[config.mk]
export PLATFORM = sky130hd
export DESIGN_NAME = apb_master
export DESIGN_NICKNAME = d
export VERILOG_FILES = /design/src/rtl/apb_master.sv
export SDC_FILE = /design/constraint.sdc
export NUM_CORES = 1
export LEC_CHECK = 0
export ABC_AREA = 0
export CELL_PAD_IN_SITES_DETAIL_PLACEMENT = 1
export CELL_PAD_IN_SITES_GLOBAL_PLACEMENT = 2
export CORE_MARGIN = 1.5
export CORE_UTILIZATION = 27
export CTS_BUF_LIST = sky130_fd_sc_hd__clkbuf_16
export DETAILED_ROUTE_END_ITERATION = 6
export PLACE_DENSITY_LB_ADDON = 0.1
export SETUP_SLACK_MARGIN = 0.2
export SLEW_MARGIN = 20
export SYNTH_ARGS = -nofsm -noshare
export SYNTH_HDL_FRONTEND = slang
export SYNTH_SLANG_ARGS = --single-unit
[constraint.sdc]
create_clock -name PCLK -period 4.1 [get_ports PCLK]
set_input_delay 0.82 -clock PCLK [delete_from_list [all_inputs] [get_ports PCLK]]
set_output_delay 0.82 -clock PCLK [all_outputs]
set_load 0.01 [all_outputs]
[src/rtl/apb_master.sv]
// apb_master: single-outstanding APB master.
// Takes one command at a time on a valid/ready interface, runs it as an APB
// SETUP/ACCESS transfer and reports completion with a one-cycle response
// pulse that carries read data or a timeout flag.
//
// Handshake: a command is accepted on a rising PCLK edge where cmd_valid and
// cmd_ready are both 1; cmd_ready is only high while no transfer is in
// flight. rsp_valid is a one-cycle pulse with no back-pressure.
module apb_master #(
   parameter int DATAWIDTH = 32,
   parameter int ADDRWIDTH = 4,
   parameter int TIMEOUT   = 16
) (
   input  logic                 PCLK,
   input  logic                 PRESETn,
   input  logic                 cmd_valid,
   output logic                 cmd_ready,
   input  logic                 cmd_write,
   input  logic [ADDRWIDTH-1:0] cmd_addr,
   input  logic [DATAWIDTH-1:0] cmd_wdata,
   output logic                 rsp_valid,
   output logic [DATAWIDTH-1:0] rsp_rdata,
   output logic                 rsp_timeout,
   output logic [ADDRWIDTH-1:0] PADDR,
   output logic                 PWRITE,
   output logic                 PSEL,
   output logic                 PENABLE,
   output logic [DATAWIDTH-1:0] PWDATA,
   input  logic [DATAWIDTH-1:0] PRDATA,
   input  logic                 PREADY
);

   // Wait-state counter wide enough to hold TIMEOUT; one bit when disabled.
   localparam int CNTW = (TIMEOUT < 1) ? 1 : $clog2(TIMEOUT + 1);
   localparam logic [CNTW-1:0] CNT_MAX = '1;
   localparam logic [CNTW-1:0] TO_VAL  = CNTW'(TIMEOUT);

   typedef enum logic [1:0] {
      ST_IDLE   = 2'd0,
      ST_SETUP  = 2'd1,
      ST_ACCESS = 2'd2
   } state_t;

   state_t                 r_state;
   logic [CNTW-1:0]        r_cnt;
   logic                   r_cmd_ready;
   logic                   r_rsp_valid;
   logic [DATAWIDTH-1:0]   r_rsp_rdata;
   logic                   r_rsp_timeout;
   logic [ADDRWIDTH-1:0]   r_paddr;
   logic                   r_pwrite;
   logic                   r_psel;
   logic                   r_penable;
   logic [DATAWIDTH-1:0]   r_pwdata;

   logic [CNTW-1:0]        w_cnt_next;
   logic                   w_timeout_hit;

   // Saturating increment of the wait counter and the abort condition for
   // an ACCESS edge with PREADY low.
   always_comb begin
      w_cnt_next    = (r_cnt == CNT_MAX) ? r_cnt : r_cnt + 1'b1;
      w_timeout_hit = (TIMEOUT != 0) && (w_cnt_next == TO_VAL);
   end

   // Transfer FSM with all outputs registered; reset returns the bus to idle
   // immediately and drops any in-flight command without a response.
   always_ff @(posedge PCLK or negedge PRESETn) begin
      if (!PRESETn) begin
         r_state       <= ST_IDLE;
         r_cnt         <= '0;
         r_cmd_ready   <= 1'b1;
         r_rsp_valid   <= 1'b0;
         r_rsp_rdata   <= '0;
         r_rsp_timeout <= 1'b0;
         r_paddr       <= '0;
         r_pwrite      <= 1'b0;
         r_psel        <= 1'b0;
         r_penable     <= 1'b0;
         r_pwdata      <= '0;
      end else begin
         r_rsp_valid <= 1'b0;
         case (r_state)
            ST_IDLE: begin
               r_cmd_ready <= 1'b1;
               if (cmd_valid && r_cmd_ready) begin
                  r_paddr     <= cmd_addr;
                  r_pwrite    <= cmd_write;
                  r_pwdata    <= cmd_wdata;
                  r_psel      <= 1'b1;
                  r_penable   <= 1'b0;
                  r_cmd_ready <= 1'b0;
                  r_state     <= ST_SETUP;
               end
            end
            ST_SETUP: begin
               r_penable <= 1'b1;
               r_cnt     <= '0;
               r_state   <= ST_ACCESS;
            end
            ST_ACCESS: begin
               // PREADY takes priority over a coincident timeout.
               if (PREADY) begin
                  r_psel        <= 1'b0;
                  r_penable     <= 1'b0;
                  r_rsp_valid   <= 1'b1;
                  r_rsp_timeout <= 1'b0;
                  if (!r_pwrite) begin
                     r_rsp_rdata <= PRDATA;
                  end
                  r_cmd_ready   <= 1'b1;
                  r_state       <= ST_IDLE;
               end else begin
                  r_cnt <= w_cnt_next;
                  if (w_timeout_hit) begin
                     r_psel        <= 1'b0;
                     r_penable     <= 1'b0;
                     r_rsp_valid   <= 1'b1;
                     r_rsp_timeout <= 1'b1;
                     r_rsp_rdata   <= '0;
                     r_cmd_ready   <= 1'b1;
                     r_state       <= ST_IDLE;
                  end
               end
            end
            default: begin
               r_psel      <= 1'b0;
               r_penable   <= 1'b0;
               r_cmd_ready <= 1'b1;
               r_state     <= ST_IDLE;
            end
         endcase
      end
   end

   assign cmd_ready   = r_cmd_ready;
   assign rsp_valid   = r_rsp_valid;
   assign rsp_rdata   = r_rsp_rdata;
   assign rsp_timeout = r_rsp_timeout;
   assign PADDR       = r_paddr;
   assign PWRITE      = r_pwrite;
   assign PSEL        = r_psel;
   assign PENABLE     = r_penable;
   assign PWDATA      = r_pwdata;

endmodule

==> flow_metrics.py <==
metrics = {
    "status": {
        "status": "completed",
    },
    "critical_path": {
        "path_class": "reg2out",
        "cp-startpoint": "r_state[1]$_DFFE_PN0P_",
        "cp_top_family": "flip-flops",
        "r2r-start": "r_cnt[1]$_DFFE_PN0P_",
        "rrSetupSlack_ns": 1.76,
        "worst_setup_path_end_kind": "primary output",
        "crit_slowest_cell": "dfrtp_1",
        "arrival_ns": 1.60,
        "startpoint_type": "register",
        "worstPathCellList": "clkdlybuf4s50_1",
        "crit_fanout": 15,
        "worst-endpoint-required_ns": 3.28,
        "cp.depth": 1,
        "crit_end": "PENABLE",
        "reg2reg_depth": 6,
        "r2r_end": "rsp_rdata[22]$_DFFE_PN0P_",
        "crit_buf_inv": 1,
        "cp_slowest_stage_delay_ns": 0.64,
    },
    "routing": {
        "wl_per_cell_um": 16.2,
        "first_pass_iters": 4,
        "dr_total_vias": 2808,
        "ant_nets": 0,
        "avgViaCountPerCell": 4.67,
        "drt-initial-drc-count": 117,
        "drc": 0,
        "routed_wl_um": 9750,
    },
    "logic_synthesis": {
        "syn_nets": 359,
        "synth_edf_count": 0,
        "synthMuxAreaShare_pct": 13.0,
        "yosysMostFrequentCell": "dfrtp_1",
        "netlist_area_mm2": 0.00338,
        "synth_area_leaders": "dfrtp_1 58%, mux2_2 13%, a22oi_1 7.1%, o21ai_0 4.4%, nand2_1 4.1%",
        "syn_inst": 285,
        "netlist_top_cells_count": "79 x dfrtp_1, 39 x mux2_2, 37 x nand2_1",
        "yosys.area_share.simple_pct": 8.07,
        "ys_seq_area_share_pct": 59.3,
        "synth_xor_xnor_area_share_pct": 0,
        "synth_top_area_cell": "dfrtp_1",
        "synthAdderAreaFrac_pct": 0.370,
        "yosysUniqueCellTypes": 31,
        "ys.flop_type": "dfrtp_1",
        "synth_top_area_share_pct": 58.5,
        "postSynthAreaPerCell_um2": 11.9,
        "synth_top_family_by_area": "compound AO/OA/AOI/OAI gates",
        "yosys_warnings": 0,
        "ys_seq_elements": 80,
        "ys_async_sr_fraction_pct": 100,
        "synth-compound-area-share_pct": 16.2,
    },
    "global_routing": {
        "antenna_found_initial": 0,
        "overflow": 0,
        "grt_first_pass_wirelength_um": 15700,
        "grt_max_degree": 81,
        "grtUsageTotal_pct": 15.8,
        "grt_pass1_vias": 2967,
    },
    "floorplan": {
        "num_rows": 40,
        "dieArea_mm2": 0.0132,
        "dieWidth_um": 115,
        "die_h_um": 115,
        "io_pins": 147,
        "core_area_mm2": 0.0121,
        "start_util_pct": 27.9,
    },
    "clock_network": {
        "postCtsSetupBuffers": 0,
        "cts_tree": "built",
        "cts_resized": 0,
        "cts.clk_slew.worst_paths_ns": 0.06,
        "cts-root-buf": "clkbuf_16",
        "insertion_delay_ns": 0.34,
        "cts_buffer_depth": 2,
        "cts.sinks": 80,
        "numCtsBuffers": 9,
        "cts_max_level": 3,
        "cts_hold_buffers": 0,
    },
    "timing": {
        "fin_crit_sh_pct": 59.1,
        "finClkSkew_ns": 0.00644,
        "worstMarginPinSlew_ns": 0.760,
        "setup-tns-final_ns": 0,
        "fmax_ghz": 0.413,
        "holdWs_ns": 0.505,
        "slew_viol_final": 0,
        "grt_setup_unrepaired": "no",
        "max-slew-margin-rel_pct": 49.3,
        "period_needed_ns": 2.42,
        "setup_viol": 0,
        "finalHoldViolations": 0,
    },
    "job": {
        "maxCapViolCount": 0,
    },
    "final_layout": {
        "final_area_mm2": 0.00526,
        "antennaDiodeCount": 0,
        "regArea_mm2": 0.00200,
        "nets": 502,
        "area_growth_pct": 55.6,
        "layout.cells.non_filler": 601,
        "multiInputGateArea_mm2": 0.00128,
        "nFillCells": 1338,
        "final_layout_size_suffix_gt1_share_pct": 15.2,
    },
    "placed_design": {
        "dpl-instance-area_mm2": 0.00500,
        "port_buffers": 146,
        "placedCellCount": 585,
        "globalplace.congestion": 0.716,
        "dp_hpwl_um": 6560,
    },
    "worst_hold_path": {
        "worst_hold_path_type": "reg2reg",
    },
    "power_and_ir_drop": {
        "power_density_mw_per_mm2": 720,
        "leakagePower_uw": 0.00217,
        "max-vdd-ir-drop_uv": 276,
    },
}
==> layout by cell type, fill, tap and decap left out <==
cell,synthesis,layout
clkinv_2,0,1
a22oi_1,32,32
nor2_2,0,1
o2bb2ai_1,1,1
a211o_2,1,1
nor3_2,0,1
o32a_1,1,1
or3b_4,1,1
nor2_1,5,4
a31oi_1,1,1
clkbuf_16,0,9
buf_4,0,5
clkdlybuf4s50_1,0,145
o22ai_1,1,1
a211oi_1,1,1
nand2_1,37,37
a21oi_1,7,7
o21ai_0,30,30
inv_1,3,5
dfstp_2,1,1
nand2b_1,3,3
nand4_2,1,1
nor2b_1,3,3
o21ai_1,9,9
dfrtp_1,79,79
clkinvlp_4,0,1
buf_6,3,1
clkinv_1,0,3
nand3_1,2,2
and3b_2,1,1
nand4_1,1,1
a2111oi_4,1,1
and4_2,1,1
ha_1,1,1
and3_2,1,1
mux2_2,39,39
nor3_1,2,1
==> state kept, by name, summed over array words and instances, names as in the netlist <==
| signal | cells |
|---|---|
| PADDR | 4 |
| PSEL | 1 |
| PWDATA | 32 |
| PWRITE | 1 |
| cmd_ready | 1 |
| r_cnt | 5 |
| r_state | 2 |
| rsp_rdata | 32 |
| rsp_timeout | 1 |
| rsp_valid | 1 |
==> worst min-delay path by stage <==
| stage | endpoint | start | depth (start not counted) |
|---|---|---|---|
| global placement | PADDR[0]$_DFFE_PN0P_ | PADDR[0]$_DFFE_PN0P_ | 1 |
| global route | PWDATA[10]$_DFFE_PN0P_ | PWDATA[10]$_DFFE_PN0P_ | 1 |
| CTS | PWDATA[10]$_DFFE_PN0P_ | PWDATA[10]$_DFFE_PN0P_ | 1 |
| detailed placement | PWDATA[15]$_DFFE_PN0P_ | PWDATA[15]$_DFFE_PN0P_ | 1 |
| finish | PWDATA[10]$_DFFE_PN0P_ | PWDATA[10]$_DFFE_PN0P_ | 1 |
| floorplan | r_cnt[4]$_DFFE_PN0P_ | r_cnt[4]$_DFFE_PN0P_ | 2 |
==> where the power goes <==
part	switching [µW]	total (µW)	internal (µW)
clock	312	710	398
sequential	225	1350	1120
combinational	710	1730	1020
total	1250	3790	2540
==> routing by layer <==
metal	part of all wire (%)	up-vias	GRT usage (%)
met4	1.1	0	4.69
met1	40	1421	17.8
met3	7.2	9	7.33
li1	-	1313	-
met2	52	65	26.7
met5	0	-	0
==> cells by family (layout without fill, tap and decap cells) <==
logic type               count (synthesis)  count (layout)
buffers and inverters                   22             170
AND/OR/NAND/NOR                         58              58
adder cells (fa/ha/maj)                  1               1
multiplexers                            39              39
AO/OA/AOI/OAI                           85              85
flip-flops                              80              80
==> through the flow <==
stage                     power (µW)  setup slack, ns  utilization (%)
after floorplan                 2190             1.93                -
after global placement          3090             1.47             41.3
after detailed placement        3120             1.43             41.3
final                           3790             1.68             43.4
after CTS                       3870             1.65             43.4
after global routing            4050             1.49             43.4
==> final cells by class <==
| type | instances | area share (%) |
|---|---|---|
| Clock inverter | 7 | 0.595 |
| Multi-Input combinational cell | 183 | 24.3 |
| Inverter | 3 | 0.214 |
| Tap cell | 168 | 4.00 |
| Sequential cell | 80 | 38.1 |
| Timing Repair Buffer | 151 | 28.5 |
| Clock buffer | 9 | 4.28 |
No activity file was read; power rests on OpenSTA's default activity.
